==> config.mk <==
export PLATFORM = sky130hd
export DESIGN_NAME = key_command_encoder
export DESIGN_NICKNAME = d
export VERILOG_FILES = /design/src/rtl/key_command_encoder.sv
export SDC_FILE = /design/constraint.sdc
export NUM_CORES = 1
export LEC_CHECK = 0
export BUFFER_PORTS_ARGS = -buffer_cell sky130_fd_sc_hd__buf_2
export CORE_ASPECT_RATIO = 0.6
export CORE_MARGIN = 2
export CORE_UTILIZATION = 51
export CTS_CLUSTER_DIAMETER = 80
export DETAILED_ROUTE_END_ITERATION = 16
export PLACE_DENSITY = 0.75
export SETUP_SLACK_MARGIN = 0.05
export SLEW_MARGIN = 25
export SYNTH_ARGS = -nofsm -noshare
export SYNTH_HDL_FRONTEND = slang
export SYNTH_SLANG_ARGS = --single-unit
==> constraint.sdc <==
create_clock -name frame_clk -period 2.3 [get_ports frame_clk]
set_input_delay 0.23 -clock frame_clk [delete_from_list [all_inputs] [get_ports frame_clk]]
set_output_delay 0.23 -clock frame_clk [all_outputs]
set_load 0.02 [all_outputs]
==> src/rtl/key_command_encoder.sv <==
// Frame-rate keyboard front end: HID keycodes -> debounced one-hot direction and zoom strobes.
// Define KEYCMD_AUTOREPEAT_EN to enable hold-to-auto-repeat on the zoom strobes.
module key_command_encoder #(
  parameter int unsigned DEBOUNCE_FRAMES = 2,
  parameter int unsigned REPEAT_DELAY    = 30,
  parameter int unsigned REPEAT_PERIOD   = 6
) (
  input  logic       Reset,
  input  logic       frame_clk,
  input  logic       hid_valid,
  input  logic [7:0] hid_key0,
  input  logic [7:0] hid_key1,
  output logic [5:0] keycode,
  output logic       Zoom_In,
  output logic       Zoom_Out
);

  localparam logic [7:0] KeyA = 8'h04;
  localparam logic [7:0] KeyD = 8'h07;
  localparam logic [7:0] KeyW = 8'h1A;
  localparam logic [7:0] KeyS = 8'h16;
  localparam logic [7:0] KeyE = 8'h08;
  localparam logic [7:0] KeyQ = 8'h14;

  localparam logic [5:0] DirNone = 6'b000000;
  localparam logic [5:0] DirA    = 6'b100000;
  localparam logic [5:0] DirD    = 6'b010000;
  localparam logic [5:0] DirW    = 6'b001000;
  localparam logic [5:0] DirS    = 6'b000100;

  localparam logic [1:0] ZqNone = 2'd0;
  localparam logic [1:0] ZqIn   = 2'd1;
  localparam logic [1:0] ZqOut  = 2'd2;

  localparam logic [1:0] StIdle   = 2'd0;
  localparam logic [1:0] StHold   = 2'd1;
  localparam logic [1:0] StRepeat = 2'd2;

  localparam logic [3:0] DbMax    = 4'(DEBOUNCE_FRAMES);
  // The stable count excludes the first frame of a new candidate, so commit one short of max.
  localparam logic [3:0] DbCommit = 4'(DEBOUNCE_FRAMES - 1);

`ifdef KEYCMD_AUTOREPEAT_EN
  localparam logic [7:0] DelayLast  = 8'(REPEAT_DELAY - 1);
  localparam logic [7:0] PeriodLast = 8'(REPEAT_PERIOD - 1);
`endif

  if (DEBOUNCE_FRAMES < 1 || DEBOUNCE_FRAMES > 15) begin : g_bad_debounce
    $error("DEBOUNCE_FRAMES must be in 1..15");
  end
  if (REPEAT_DELAY < 1 || REPEAT_DELAY > 255) begin : g_bad_delay
    $error("REPEAT_DELAY must be in 1..255");
  end
  if (REPEAT_PERIOD < 1 || REPEAT_PERIOD > 255) begin : g_bad_period
    $error("REPEAT_PERIOD must be in 1..255");
  end

  function automatic logic [5:0] dir_decode(input logic [7:0] code);
    logic [5:0] dir;
    case (code)
      KeyA:    dir = DirA;
      KeyD:    dir = DirD;
      KeyW:    dir = DirW;
      KeyS:    dir = DirS;
      default: dir = DirNone;
    endcase
    return dir;
  endfunction

  // Sample stage
  logic [7:0] s0_q, s1_q;

  always_ff @(posedge frame_clk or posedge Reset) begin
    if (Reset) begin
      s0_q <= 8'h00;
      s1_q <= 8'h00;
    end else if (hid_valid) begin
      s0_q <= hid_key0;
      s1_q <= hid_key1;
    end
  end

  // Candidate decode
  logic [5:0] dir0, dir1, dir_cand;
  logic       has_e, has_q;
  logic [1:0] zoom_cand;

  always_comb begin
    dir0     = dir_decode(s0_q);
    dir1     = dir_decode(s1_q);
    dir_cand = (dir0 != DirNone) ? dir0 : dir1;

    has_e     = (s0_q == KeyE) || (s1_q == KeyE);
    has_q     = (s0_q == KeyQ) || (s1_q == KeyQ);
    zoom_cand = ZqNone;
    if (has_e && !has_q) begin
      zoom_cand = ZqIn;
    end else if (has_q && !has_e) begin
      zoom_cand = ZqOut;
    end
  end

  // Debounce
  logic [5:0] dir_prev_q, keycode_q;
  logic [3:0] dir_cnt_q, dir_cnt_d;
  logic [1:0] zoom_prev_q, zq_q;
  logic [3:0] zoom_cnt_q, zoom_cnt_d;
  logic       dir_commit, zoom_commit;

  always_comb begin
    dir_cnt_d = 4'd0;
    if (dir_cand == dir_prev_q) begin
      dir_cnt_d = (dir_cnt_q >= DbMax) ? DbMax : dir_cnt_q + 4'd1;
    end
    zoom_cnt_d = 4'd0;
    if (zoom_cand == zoom_prev_q) begin
      zoom_cnt_d = (zoom_cnt_q >= DbMax) ? DbMax : zoom_cnt_q + 4'd1;
    end
    dir_commit  = (dir_cnt_d >= DbCommit);
    zoom_commit = (zoom_cnt_d >= DbCommit);
  end

  always_ff @(posedge frame_clk or posedge Reset) begin
    if (Reset) begin
      dir_prev_q  <= DirNone;
      dir_cnt_q   <= 4'd0;
      keycode_q   <= DirNone;
      zoom_prev_q <= ZqNone;
      zoom_cnt_q  <= 4'd0;
      zq_q        <= ZqNone;
    end else begin
      dir_prev_q  <= dir_cand;
      dir_cnt_q   <= dir_cnt_d;
      zoom_prev_q <= zoom_cand;
      zoom_cnt_q  <= zoom_cnt_d;
      if (dir_commit) begin
        keycode_q <= dir_cand;
      end
      if (zoom_commit) begin
        zq_q <= zoom_cand;
      end
    end
  end

  // Zoom pulse FSM
  logic [1:0] state_q, state_d;
  logic [1:0] zdir_q, zdir_d;
  logic [7:0] rcnt_q, rcnt_d;
  logic       zin_q, zin_d, zout_q, zout_d;

  always_comb begin
    state_d = state_q;
    zdir_d  = zdir_q;
    rcnt_d  = rcnt_q;
    zin_d   = 1'b0;
    zout_d  = 1'b0;
    case (state_q)
      StIdle: begin
        if (zq_q != ZqNone) begin
          zin_d   = (zq_q == ZqIn);
          zout_d  = (zq_q == ZqOut);
          rcnt_d  = 8'd0;
          zdir_d  = zq_q;
          state_d = StHold;
        end
      end
      StHold, StRepeat: begin
        if (zq_q == ZqNone) begin
          rcnt_d  = 8'd0;
          state_d = StIdle;
        end else if (zq_q != zdir_q) begin
          zin_d   = (zq_q == ZqIn);
          zout_d  = (zq_q == ZqOut);
          rcnt_d  = 8'd0;
          zdir_d  = zq_q;
          state_d = StHold;
        end else begin
`ifdef KEYCMD_AUTOREPEAT_EN
          if (rcnt_q == ((state_q == StHold) ? DelayLast : PeriodLast)) begin
            zin_d   = (zdir_q == ZqIn);
            zout_d  = (zdir_q == ZqOut);
            rcnt_d  = 8'd0;
            state_d = StRepeat;
          end else begin
            rcnt_d = rcnt_q + 8'd1;
          end
`else
          // Single-shot: park in HOLD with the repeat counter frozen.
          rcnt_d = rcnt_q;
`endif
        end
      end
      default: begin
        rcnt_d  = 8'd0;
        zdir_d  = ZqNone;
        state_d = StIdle;
      end
    endcase
  end

  always_ff @(posedge frame_clk or posedge Reset) begin
    if (Reset) begin
      state_q <= StIdle;
      zdir_q  <= ZqNone;
      rcnt_q  <= 8'd0;
      zin_q   <= 1'b0;
      zout_q  <= 1'b0;
    end else begin
      state_q <= state_d;
      zdir_q  <= zdir_d;
      rcnt_q  <= rcnt_d;
      zin_q   <= zin_d;
      zout_q  <= zout_d;
    end
  end

  assign keycode  = keycode_q;
  assign Zoom_In  = zin_q;
  assign Zoom_Out = zout_q;

endmodule
==> key figures <==
STA
  • Worst Hold Margin: 0.02517 ns
  • Worst Slack Setup Final: -0.1800 ns
  • Setup repair after global routing missed its margin: yes
  • Min Clock Period, post-route: 2.480 ns
  • Endpoints failing hold: 0
  • Clock Skews: about 0.0081 ns
  • Final worst-path cycle share: 107.8%
  • Max-slew headroom at the worst pin: 44.39%
  • Final number of max-transition violations: 0
  • Setup Viol. Count Final: 7
  • Tightest Pin Transition: 0.8266 ns
  • Max Clock Freq: slightly above 0.4 GHz

Placement
  • DP Cell Count: 270
  • Estimated wirelength of the detail-placed design: 3.455 mm
  • Area of placed instances: 2357 µm²
  • Placer's final routability congestion estimate: 0.9563
  • Number of buffers inserted by port buffering: 24

Pwr
  • Design Power: 1.637 mW
  • Largest vdd supply drop: between 400 and 500 µV
  • Leak Pwr: about 1.2 nW
  • Power Dens Cells: 649.0 nW/µm²
  • Net Switching: approximately 0.41 mW
  • Switching share of power: 25.23%
  • Sequential fraction of design power: 49.0%
  • Internal portion of total power: 1.224 mW
  • Clock network fraction of total power: 37.6%
  • Combinational share of power: 13.4%

GRT
  • Global-route wire length before repair: 7.797 mm
  • Pin count of the biggest net entering global routing: 42
  • All-layer global routing usage: 23.60%
  • Initial antenna violation count: 0
  • Number of global-route vias before repair: approximately 1.6k
  • Total congestion overflow: 0

Run
  • Total of max-cap violations: 0

Drt
  • Wire length per cell after detailed routing: 16.90 µm
  • Number of DRC markers after the initial detailed-route iteration: around 160
  • DR vias/cell: around 5.8
  • Vias: 1625
  • DRC violation count after routing: 0
  • Antenna violation net count after detailed routing: 0
  • DRT Wirelength: 4.714 mm
  • Number of search-and-repair iterations in the first detailed-routing pass: 5

Clocking
  • Sinks on Clock Net: ~40
  • Skew-Pair Late Insertion Delay: approximately 0.3 ns
  • Maximum buffer depth of the clock tree: 2
  • Hold_buf cts: 0
  • Number of clock buffers inserted by TritonCTS: 5
  • Post-CTS clock slew at the launch and capture registers of the worst setup and hold paths: 0.08 ns
  • Clock tree root driver cell: sky130_fd_sc_hd__clkbuf_8
  • Clock tree from TritonCTS: yes
  • Maximum level of the CTS H-tree: 2

Outcome
  • Result of the run: finished, violations left
  • Violations in the final reports: negative setup slack

Synthesis
  • Most area-consuming cells after synthesis: sky130_fd_sc_hd__dfrtp_1 51%, sky130_fd_sc_hd__mux2_2 8.3%, sky130_fd_sc_hd__mux2_4 3.0%
  • Post-synth top area cell: sky130_fd_sc_hd__dfrtp_1
  • Async set or reset register ratio after synthesis: between 90% and 100%
  • Top cell type's share of synthesized area: 50.55%
  • Count of mapped cells out of synthesis: 181
  • Part of the Yosys area used for sequential elements: about 51%
  • Synthesis Warnings: 0
  • Cell area after technology mapping: 2029 µm²
  • EDFF count, synth: 0
  • Most instantiated flip-flop cell in the synthesis netlist: sky130_fd_sc_hd__dfrtp_1
  • Average size of a mapped cell: 11.21 µm²
  • Number of flip-flops and latches in the synthesized netlist: 41
  • Count of unique library cells instantiated by Yosys: 50

Finish
  • Layout Area Growth over Synthesis: 24.29%
  • Nets: 254
  • Commonest non-fill, non-tap cell in the layout: sky130_fd_sc_hd__dfrtp_1
  • Number of filler cells placed in the layout: 290
  • Finished Layout Cells: 279
  • # diodes: 0
  • Layout cells sized above 1: 37.50%
  • Highest-count cells in the layout ignoring fill and taps: 41 x sky130_fd_sc_hd__dfrtp_1, 24 x sky130_fd_sc_hd__buf_2, 24 x sky130_fd_sc_hd__buf_4
  • Finished layout cell area: approximately 2500 µm²

Critical path
  • Critical Path Fanout Max: 4
  • Required time of the worst setup path: 2.50 ns
  • Highest-delay cell along the critical path: sky130_fd_sc_hd__or4bb_4
  • Worst Path Class, Setup: flop to flop
  • Levels on crit path: 7
  • Number of buffer and inverter stages on the critical path: 0
  • Critical Path Sink Type: flop
  • Setup crit start: s0_q[3]
  • Kind of cell adding the most delay to the critical path: compound AO/OA/AOI/OAI gates
  • Worst R2R Start: s0_q[3]
  • CP Cell Sequence: and2b_2 > or4bb_4 > a32oi_1 > o211ai_1 > a211o_1 > a41o_4 > mux2_4
  • Cell count of the worst reg-to-reg path: 7
  • Delay of the slowest cell on the worst path: 0.53 ns
  • Worst setup path end: keycode[3]
  • Endpoint arrival time on the critical path: ~2.7 ns
  • R2r endpoint: keycode[3]
  • Sort of element at the start of the critical path: flop
  • R2R setup slack: -0.18 ns

Floorplan
  • Number of cell rows: 17
  • Starting Density: ~54%
  • CORE AREA: approximately 3700 µm²
  • Die Wd: 85.44 µm
  • Die outline area: roughly 4500 µm²
  • Total I/O pin count: 27
  • Height of the die: 52.87 µm

Min path
  • Min-Delay Path Class: primary input to asynchronous set/reset pin
worst reg2reg max path, delay by kind of cell (launching register included):
kind	cells	cell delay (ns)
AND/OR/NAND/NOR	2	0.77
multiplexers	1	0.30
flip-flops	1	0.41
AO/OA/AOI/OAI	4	0.89
per-layer routing:
layer	track usage, %	vias up	routed length (µm)
met5	0	-	0
met4	8.995	0	57
met3	7.020	7	350
met2	36.72	53	2145
met1	31.47	803	2161
li1	-	762	-
Yosys cell counts (3+ instances only):
cell,number
sky130_fd_sc_hd__nand4_1,5
sky130_fd_sc_hd__nor4_1,6
sky130_fd_sc_hd__o21ai_0,8
sky130_fd_sc_hd__inv_1,9
sky130_fd_sc_hd__mux2_4,4
sky130_fd_sc_hd__dfrtp_1,41
sky130_fd_sc_hd__mux2_2,15
sky130_fd_sc_hd__a21oi_1,5
sky130_fd_sc_hd__nor2_1,6
sky130_fd_sc_hd__xor2_1,3
sky130_fd_sc_hd__ha_1,4
sky130_fd_sc_hd__nor2b_1,4
sky130_fd_sc_hd__nand3_1,7
sky130_fd_sc_hd__nor3_1,5
sky130_fd_sc_hd__nand2_1,12
flip-flops by register name (all words and copies together), names as in the netlist:
name / flops
Zoom_In: 1
Zoom_Out: 1
dir_cnt_q: 4
dir_prev_q: 4
keycode: 4
s0_q: 8
s1_q: 8
state_q: 1
zdir_q: 2
zoom_cnt_q: 4
zoom_prev_q: 2
zq_q: 2
worst min-delay path by stage:
stage,start,end,slack [ns],cells past startpoint
floorplan,hid_key0[4],s0_q[4],0.35,2
global placement,Reset,dir_cnt_q[3],0.37,3
detailed placement,Reset,dir_cnt_q[3],0.38,3
CTS,Reset,s0_q[2],0.06,3
global route,Reset,dir_cnt_q[0],0.11,3
finish,Reset,dir_cnt_q[3],0.03,3
power groups by stage:
stage	clock network (mW)	registers, mW	logic [mW]
floorplan	0	0.798	0.132
global placement	0	0.808	0.195
detailed placement	0	0.813	0.206
CTS	0.623	0.800	0.219
global route	0.653	0.806	0.238
finish	0.616	0.802	0.219
area by class of cell:
cell class	count	area (µm²)	area share [%]
sequential	41	1026	40.67
multi-input combinational	126	987.2	39.14
timing repair buffer	48	300.3	11.90
clock buffer	7	86.33	3.423
tap	47	58.81	2.331
inverter	9	33.78	1.339
clock inverter	1	30.03	1.190
kinds of logic after synthesis:
| logic type | synth area share [%] |
|---|---|
| multiplexers | 11.28 |
| AO/OA/AOI/OAI | 10.85 |
| other | 0.1848 |
| flip-flops | 50.55 |
| XOR/XNOR | 1.295 |
| adder cells (fa/ha/maj) | 2.466 |
| AND/OR/NAND/NOR | 19.73 |
| buffers and inverters | 3.637 |
timing repair:
action                                  in CTS  in global routing
pin swaps                                    5                  1
gates resized for setup                      5                  2
buffers inserted                             2                  0
endpoints found under the setup margin       9                 12
per-stage QoR:
stage | setup TNS (ns) | setup WS, ns | utilization, %
3_3_place_gp | -0.4387 | -0.1021 | 62.97
2_1_floorplan | -0.3647 | -0.09117 | -
4_1_cts | -0.5447 | -0.1362 | 67.38
6_report | -0.7546 | -0.1800 | 67.38
3_5_place_dp | -1.031 | -0.2238 | 62.97
5_1_grt | -1.325 | -0.2627 | 67.38
(Power assumes the default switching activity.)
